## config.mk

```make
export PLATFORM = sky130hd
export DESIGN_NAME = ring_shift_sched
export DESIGN_NICKNAME = d
export VERILOG_FILES = /design/src/rtl/ring_shift_sched.sv
export SDC_FILE = /design/constraint.sdc
export NUM_CORES = 1
export LEC_CHECK = 0
export CAP_MARGIN = 25
export CORE_ASPECT_RATIO = 1.25
export CORE_MARGIN = 3
export CORE_UTILIZATION = 62
export CTS_BUF_LIST = sky130_fd_sc_hd__clkbuf_8
export DETAILED_ROUTE_END_ITERATION = 7
export PLACE_DENSITY = 0.87
export SYNTH_ARGS = -nofsm -noshare
export SYNTH_HDL_FRONTEND = slang
export SYNTH_SLANG_ARGS = --single-unit
```

## constraint.sdc

```tcl
create_clock -name clk -period 3.2 [get_ports clk]
set_input_delay 0.32 -clock clk [delete_from_list [all_inputs] [get_ports clk]]
set_output_delay 0.32 -clock clk [all_outputs]
set_load 0.005 [all_outputs]
```

## src/rtl/ring_shift_sched.sv

```systemverilog
// Scheduler for the serial LED shift ring: it loads a pattern, then issues tick-driven or step-driven shifts.
// Define RING_SCHED_WATCHDOG_EN to add the sticky token-loss detector on serial_in.
module ring_shift_sched #(
  parameter int TICK_DIV = 50_000_000,
  parameter int RING_LEN = 24,
  parameter int POS_W    = 5
) (
  input  logic                clk,
  input  logic                rst_n,
  input  logic                start,
  input  logic                stop,
  input  logic                step_mode,
  input  logic                step,
  input  logic [RING_LEN-1:0] pattern,
  input  logic                serial_in,
  output logic                serial_out,
  output logic                shift_en1,
  output logic                shift_en2,
  output logic [POS_W-1:0]    pos,
  output logic [1:0]          state,
  output logic                busy,
  output logic                token_lost
);

  localparam int DIV_W = (TICK_DIV > 1) ? $clog2(TICK_DIV) : 1;
  localparam int CNT_W = $clog2(RING_LEN + 1);

  typedef enum logic [1:0] {
    IDLE = 2'd0,
    LOAD = 2'd1,
    RUN  = 2'd2
  } state_e;

  state_e              state_q, state_d;
  logic [RING_LEN-1:0] shadow_q, shadow_d;
  logic [CNT_W-1:0]    loadCnt_q, loadCnt_d;
  logic [DIV_W-1:0]    div_q, div_d;
  logic [POS_W-1:0]    pos_q, pos_d;
  logic                tick_q, tick_d;
  logic                sout_q, sout_d;
  logic                stepModePrev_q;
  logic                runTick;

  // The shadow register shifts left once per load pulse, so its MSB is always the next bit to send.
  always_comb begin
    state_d   = state_q;
    shadow_d  = shadow_q;
    loadCnt_d = loadCnt_q;
    div_d     = div_q;
    pos_d     = pos_q;
    tick_d    = 1'b0;
    sout_d    = sout_q;
    runTick   = 1'b0;
    case (state_q)
      IDLE: begin
        if (start) begin
          state_d   = LOAD;
          tick_d    = 1'b1;
          sout_d    = pattern[RING_LEN-1];
          shadow_d  = pattern << 1;
          loadCnt_d = CNT_W'(1);
        end
      end
      LOAD: begin
        if (loadCnt_q == CNT_W'(RING_LEN)) begin
          state_d   = RUN;
          pos_d     = '0;
          div_d     = '0;
          loadCnt_d = '0;
        end else begin
          tick_d    = 1'b1;
          sout_d    = shadow_q[RING_LEN-1];
          shadow_d  = shadow_q << 1;
          loadCnt_d = loadCnt_q + CNT_W'(1);
        end
      end
      RUN: begin
        if (step_mode) begin
          div_d   = '0;
          runTick = step;
        end else if (stepModePrev_q) begin
          div_d = '0;
        end else if (div_q == DIV_W'(TICK_DIV - 1)) begin
          div_d   = '0;
          runTick = 1'b1;
        end else begin
          div_d = div_q + DIV_W'(1);
        end
        if (runTick) begin
          tick_d = 1'b1;
          sout_d = serial_in;
          pos_d  = (pos_q == POS_W'(RING_LEN - 1)) ? '0 : pos_q + POS_W'(1);
        end
      end
      default: state_d = IDLE;
    endcase
    // Stop overrides everything, including a tick that would have fired this cycle.
    if (stop) begin
      state_d   = IDLE;
      tick_d    = 1'b0;
      sout_d    = 1'b0;
      pos_d     = '0;
      div_d     = '0;
      loadCnt_d = '0;
      runTick   = 1'b0;
    end
  end

  always_ff @(posedge clk or negedge rst_n) begin
    if (!rst_n) begin
      state_q        <= IDLE;
      shadow_q       <= '0;
      loadCnt_q      <= '0;
      div_q          <= '0;
      pos_q          <= '0;
      tick_q         <= 1'b0;
      sout_q         <= 1'b0;
      stepModePrev_q <= 1'b0;
    end else begin
      state_q        <= state_d;
      shadow_q       <= shadow_d;
      loadCnt_q      <= loadCnt_d;
      div_q          <= div_d;
      pos_q          <= pos_d;
      tick_q         <= tick_d;
      sout_q         <= sout_d;
      stepModePrev_q <= step_mode;
    end
  end

`ifdef RING_SCHED_WATCHDOG_EN
  logic [CNT_W-1:0] lostCnt_q, lostCnt_d;
  logic             lost_q, lost_d;
  logic             startAccept, enterRun;

  assign startAccept = (state_q == IDLE) && start && !stop;
  assign enterRun    = (state_q == LOAD) && (loadCnt_q == CNT_W'(RING_LEN)) && !stop;

  // Counts ticks since a 1 last came back on serial_in; saturates at RING_LEN.
  always_comb begin
    lostCnt_d = lostCnt_q;
    lost_d    = lost_q;
    if (startAccept) begin
      lost_d    = 1'b0;
      lostCnt_d = '0;
    end
    if (enterRun) begin
      lostCnt_d = '0;
    end
    if (runTick) begin
      if (serial_in) begin
        lostCnt_d = '0;
      end else begin
        if (lostCnt_q < CNT_W'(RING_LEN)) lostCnt_d = lostCnt_q + CNT_W'(1);
        if (lostCnt_q >= CNT_W'(RING_LEN - 1)) lost_d = 1'b1;
      end
    end
  end

  always_ff @(posedge clk or negedge rst_n) begin
    if (!rst_n) begin
      lostCnt_q <= '0;
      lost_q    <= 1'b0;
    end else begin
      lostCnt_q <= lostCnt_d;
      lost_q    <= lost_d;
    end
  end

  assign token_lost = lost_q;
`else
  assign token_lost = 1'b0;
`endif

  assign serial_out = sout_q;
  assign shift_en1  = tick_q;
  assign shift_en2  = tick_q;
  assign pos        = pos_q;
  assign state      = state_q;
  assign busy       = (state_q != IDLE);

endmodule

```

# --- Yosys cells after proc, flatten, opt, wreduce, memory -nomap -nowiden ---
# Cells that the tools add are included.
word_totals:
  ff_bits: 65
  input_bits: 31
  out_inout_bits: 12
  wordCells: 71
op_classes:
  add_sub_neg: 3
  n_eq_ne: 12
  n_mux: 36
  n_reduce_logical: 12
ops:
  columns: ["op", "n"]
  rows:
  - ["two-way mux 26 bit", 5]
  - ["case mux 26 bit (2 select lines)", 1]
  - ["two-way mux 24 bit", 2]
  - ["case mux 24 bit (2 select lines)", 1]
  - ["two-way mux 5 bit", 7]
  - ["adder 26 x 1 -> 26 bit, second input constant", 1]
  - ["equality test 26 bit, second input constant", 1]
  - ["case mux 5 bit (2 select lines)", 2]
  - ["two-way mux 1 bit", 12]
  - ["inequality test 3 bit, second input constant", 4]
  - ["adder 5 x 1 -> 5 bit, second input constant", 2]
  - ["equality test 5 bit, second input constant", 2]
  - ["AND reduction 3 bit", 3]
  - ["two-way mux 2 bit", 3]
  - ["inequality test 2 bit, second input constant", 3]
  - ["case mux 1 bit (3 select lines)", 2]
  - ["case mux 2 bit (3 select lines)", 1]
  - ["nonzero test 3 bit", 2]
  - ["AND reduction 2 bit", 2]
  - ["AND reduction 4 bit", 1]
  - ["nonzero test 2 bit", 2]
  - ["nonzero test 4 bit", 1]
  - ["equality test 2 x 1 -> 1 bit, second input constant", 1]
  - ["equality test 2 bit, second input constant", 1]
  - ["logical NOT 2 bit", 1]

# --- Logic depth before layout (Yosys ltp) ---
depth:
  ltp_word: 8
  mapped_depth: 8
  ltp_nobuf: 7

# --- Least setup slack after synthesis ---
# No wires, ideal clock.
synth_timing:
  path_kind: "register -> register"
  startpoint: "reg state_q[1] (netlist: state[1])"
  endpoint: "reg div_q[25]"
  setup_time_ps: 78
  t_arrival_ps: 2057
  t_required_ps: 3122
  path_slack_ps: 1066
  stages_incl_launch_ff: 8
  path_buffers: 0
  synth_period_minus_slack_ps: 2134
  cell_sequence: "dfrtp_1 -> inv_1 -> ha_1 -> nor2b_1 -> a2111oi_4 -> nand3_2 -> or3_1 -> a21oi_1"
synth_via:
  elab_chain_cells: 3
  elab_cells_between_ends: 7
  cone_classes: "eq/ne (3); mux (2); reduce/logical (2)"
synth_rtl:
  columns: ["element", "line", "source"]
  rows:
  - ["from (decl)", "34", "state_e state_q, state_d;"]
  - ["from (signal assigned)", "120", "state_q <= state_d;"]
  - ["equality test 2 bit or equality test 2 x 1 -> 1 bit (tied branches)", "54", "case (state_q)"]
  - ["case mux 26 bit (2 select lines), or another cell as far along", "54", null]
  - ["two-way mux 26 bit or AND reduction 2 bit (tied branches)", null, null]
  - ["to (signal assigned)", "123", "div_q <= div_d;"]
  - ["to (decl)", "37", "logic [DIV_W-1:0] div_q, div_d;"]
# Parallel ways exist; a longest one is shown, timed or not.
# A chain may end at the register's enable or synchronous reset.

# --- Final worst setup path ---
# Same ends and word-level chain as after synthesis.

==> flow_summary.toml <==
[drt]
drc = 0
drt_wl_total_mm = 7.733
avgViaCountPerCell = 6.090
ant_nets = 0
drt_iter0_drc = 203
drt-wirelength-per-cell_um = 16.11
firstDrtPassIters = 5
vias = 2923

[sta]
worst_pin_slew_ns = 0.7863
slew_viol_final = 0
clock_skew_ns = 0.01117
hold_viol_final = 0
fin_crit_sh_pct = 77.11
holdWs_ns = 0.1358
rsz0062_at_grt = "no"
setup_tns_ns = 0
setup-violations-final = 0
max_freq_ghz = 0.4053
fin_crit_ns = 2.467
relSlewSlack_pct = 47.58

[run_status]
status = "completed"

[synth]
ys_seq_area_share_pct = 46.18
yosysTopAreaCell = "dfrtp_1"
yosysWarnings = 0
syn_area_mm2 = 0.003468
synth_cell_type_count = 51
ys.flop_type = "dfrtp_1"
netlist_top_cells_area = "dfrtp_1 (46%), mux2i_1 (7.2%), a21oi_1 (5.6%)"
synth_top_area_share_pct = 46.18
syn-mean-instance-area_um2 = 9.450
synthArstFlopShare_pct = 100.0
synth-seq-cells = 64
synth_fp_nets = 407
syn_inst = 367
synth_edf_count = 0

[grt]
grt_max_degree = 65
grt_pass1_vias = 2930
antenna_found_initial = 0
overflow = 0
track_usage_pct = 25.95
grt_pass1_wl_mm = 13.14

[worst_setup_path]
worstSetupEndpointType = "register"
crit_arrival_ns = 2.73
r2r_setup_slack_ns = 0.73
reg2reg_from = "state[1]"
start_kind = "register"
crit_type = "reg -> reg"
rr_endpoint = "div_q[25]"
required_ns = 3.47
ff2ff_path_depth = 7
crit_fanout = 9
critical_path.startpoint = "state[1]"

[clocking]
cts-root-buf = "clkbuf_8"
insertion_delay_ns = 0.34
numCtsBuffers = 9
clock_path_buffers = 2
clkTransAtPathRegs_ns = 0.08
cts-resized-gates = 0
h-tree-depth = 3
cts_tree = "built"
hold_buffers = 0
cts_setup_buffers = 0
cts.sinks = 64

[min_path]
hp-class = "in -> async"

[place]
dp_cells = 465
portBuffers = 41
gp_congestion = 0.8980
dp_hpwl_mm = 5.339

[final_layout]
layout-area-overhead-vs-synth_pct = 19.91
layout.cells.non_filler = 480
drive_gt1_share_pct = 8.852
num_antenna_cells = 0
final_net_count = 454

[power]
ir_drop_mv = 0.3441
p_leak_nw = 1.722
swShare_pct = 32.32
p_int_mw = 1.669
p_seq_share_pct = 43.7
pwr-share-clk_pct = 28.9
powerDensity_mw_per_mm2 = 592.8
p_switching_mw = 0.7969
pwr-share-comb_pct = 27.3

[floorplan]
die_h_um = 89.62
core_area_mm2 = 0.005225
num_io_pins = 43
die_x_um = 72.90
start_util_pct = 66.38
num_rows = 29
fp.dieArea_mm2 = 0.006533

[job]
maxCapViolations = 0
registers in the layout, indices dropped and copies added (netlist names):
signal and cells:
shadow_q 23, state 2, div_q 26, serial_out 1, loadCnt_q 5, pos 5
stepModePrev_q 1, shift_en1 1
cell usage after synthesis (7+ instances only):
| cell type | instances |
|---|---|
| dfrtp_1 | 64 |
| ha_1 | 9 |
| o21ai_0 | 11 |
| nand2_1 | 27 |
| xor2_1 | 10 |
| nor3_1 | 9 |
| inv_1 | 15 |
| a21oi_1 | 39 |
| clkbuf_1 | 7 |
| nand3_1 | 17 |
| nand4_1 | 9 |
| mux2i_1 | 25 |
| nor2_1 | 48 |
worst max-delay path by stage:
stage                           end
after global placement    div_q[25]
after detailed placement  div_q[25]
after CTS                 div_q[25]
final                     div_q[25]
after floorplan           div_q[25]
after global routing      div_q[24]
area by class of cell:
type,instances,area [µm²]
clock buffers,11,151.4
clock inverters,4,53.80
fillers,343,1066
inverters,15,56.30
multi-input cells,275,1753
flip-flops and latches,64,1602
well taps,62,77.57
repair buffers,49,465.4
layout by cell type, fill, tap and decap left out, types with 8 or more instances in the layout:
master           netlist  routed
nand3_1               17      17
nand4_1                9       9
xor2_1                10      10
nor3_1                 9       9
nand2_1               27      27
ha_1                   9       9
o21ai_0               11      11
inv_1                 15      15
nor2_1                48      47
buf_4                  3       8
a21oi_1               39      39
clkdlybuf4s50_1        0      40
mux2i_1               25      25
dfrtp_1               64      64
clkbuf_8               0      11
power groups by stage:
| stage | Combinational (mW) | Sequential [mW] | Clock [mW] |
|---|---|---|---|
| detailed placement | 0.668 | 1.09 | 0 |
| floorplan | 0.473 | 1.06 | 0 |
| CTS | 0.676 | 1.08 | 0.723 |
| global placement | 0.644 | 1.08 | 0 |
| global route | 0.757 | 1.10 | 0.758 |
| finish | 0.674 | 1.08 | 0.714 |
logic make-up (layout without fill, tap and decap cells):
logic type | count (synthesis) | count (layout) | synth area share [%]
AO/OA/AOI/OAI | 75 | 75 | 13.10
XOR/XNOR | 16 | 16 | 4.040
adder cells (fa/ha/maj) | 9 | 9 | 3.247
buffers and inverters | 28 | 79 | 3.355
flip-flops | 64 | 64 | 46.18
multiplexers | 27 | 27 | 7.864
other | 1 | 1 | 0.1081
AND/OR/NAND/NOR | 147 | 147 | 22.11
stage by stage:
stage	area, µm²	worst slack, ns	power, mW	utilization [%]
floorplan	3468	1.066	1.537	-
global placement	3954	0.8203	1.725	75.67
detailed placement	3954	0.7561	1.763	75.67
CTS	4159	0.7494	2.479	79.60
global route	4159	0.5725	2.614	79.60
finish	4159	0.7325	2.466	79.60
critical path, cell delays in order (launching register included):
cell	delay, ns
dfrtp_1	0.42
inv_1	0.13
ha_1	0.29
nor2b_1	0.22
a2111oi_4	0.63
nand3_2	0.17
or3_1	0.37
a21oi_1	0.15
layer usage:
| metal | global-route usage, % | share of wire [%] | vias to the layer above |
|---|---|---|---|
| met3 | 5.234 | 5.1 | 17 |
| met1 | 31.40 | 40 | 1403 |
| met5 | 0 | 0 | - |
| li1 | - | - | 1403 |
| met2 | 45.89 | 53 | 100 |
| met4 | 9.396 | 1.7 | 0 |
Note: power is estimated with default switching activity, not from simulation.
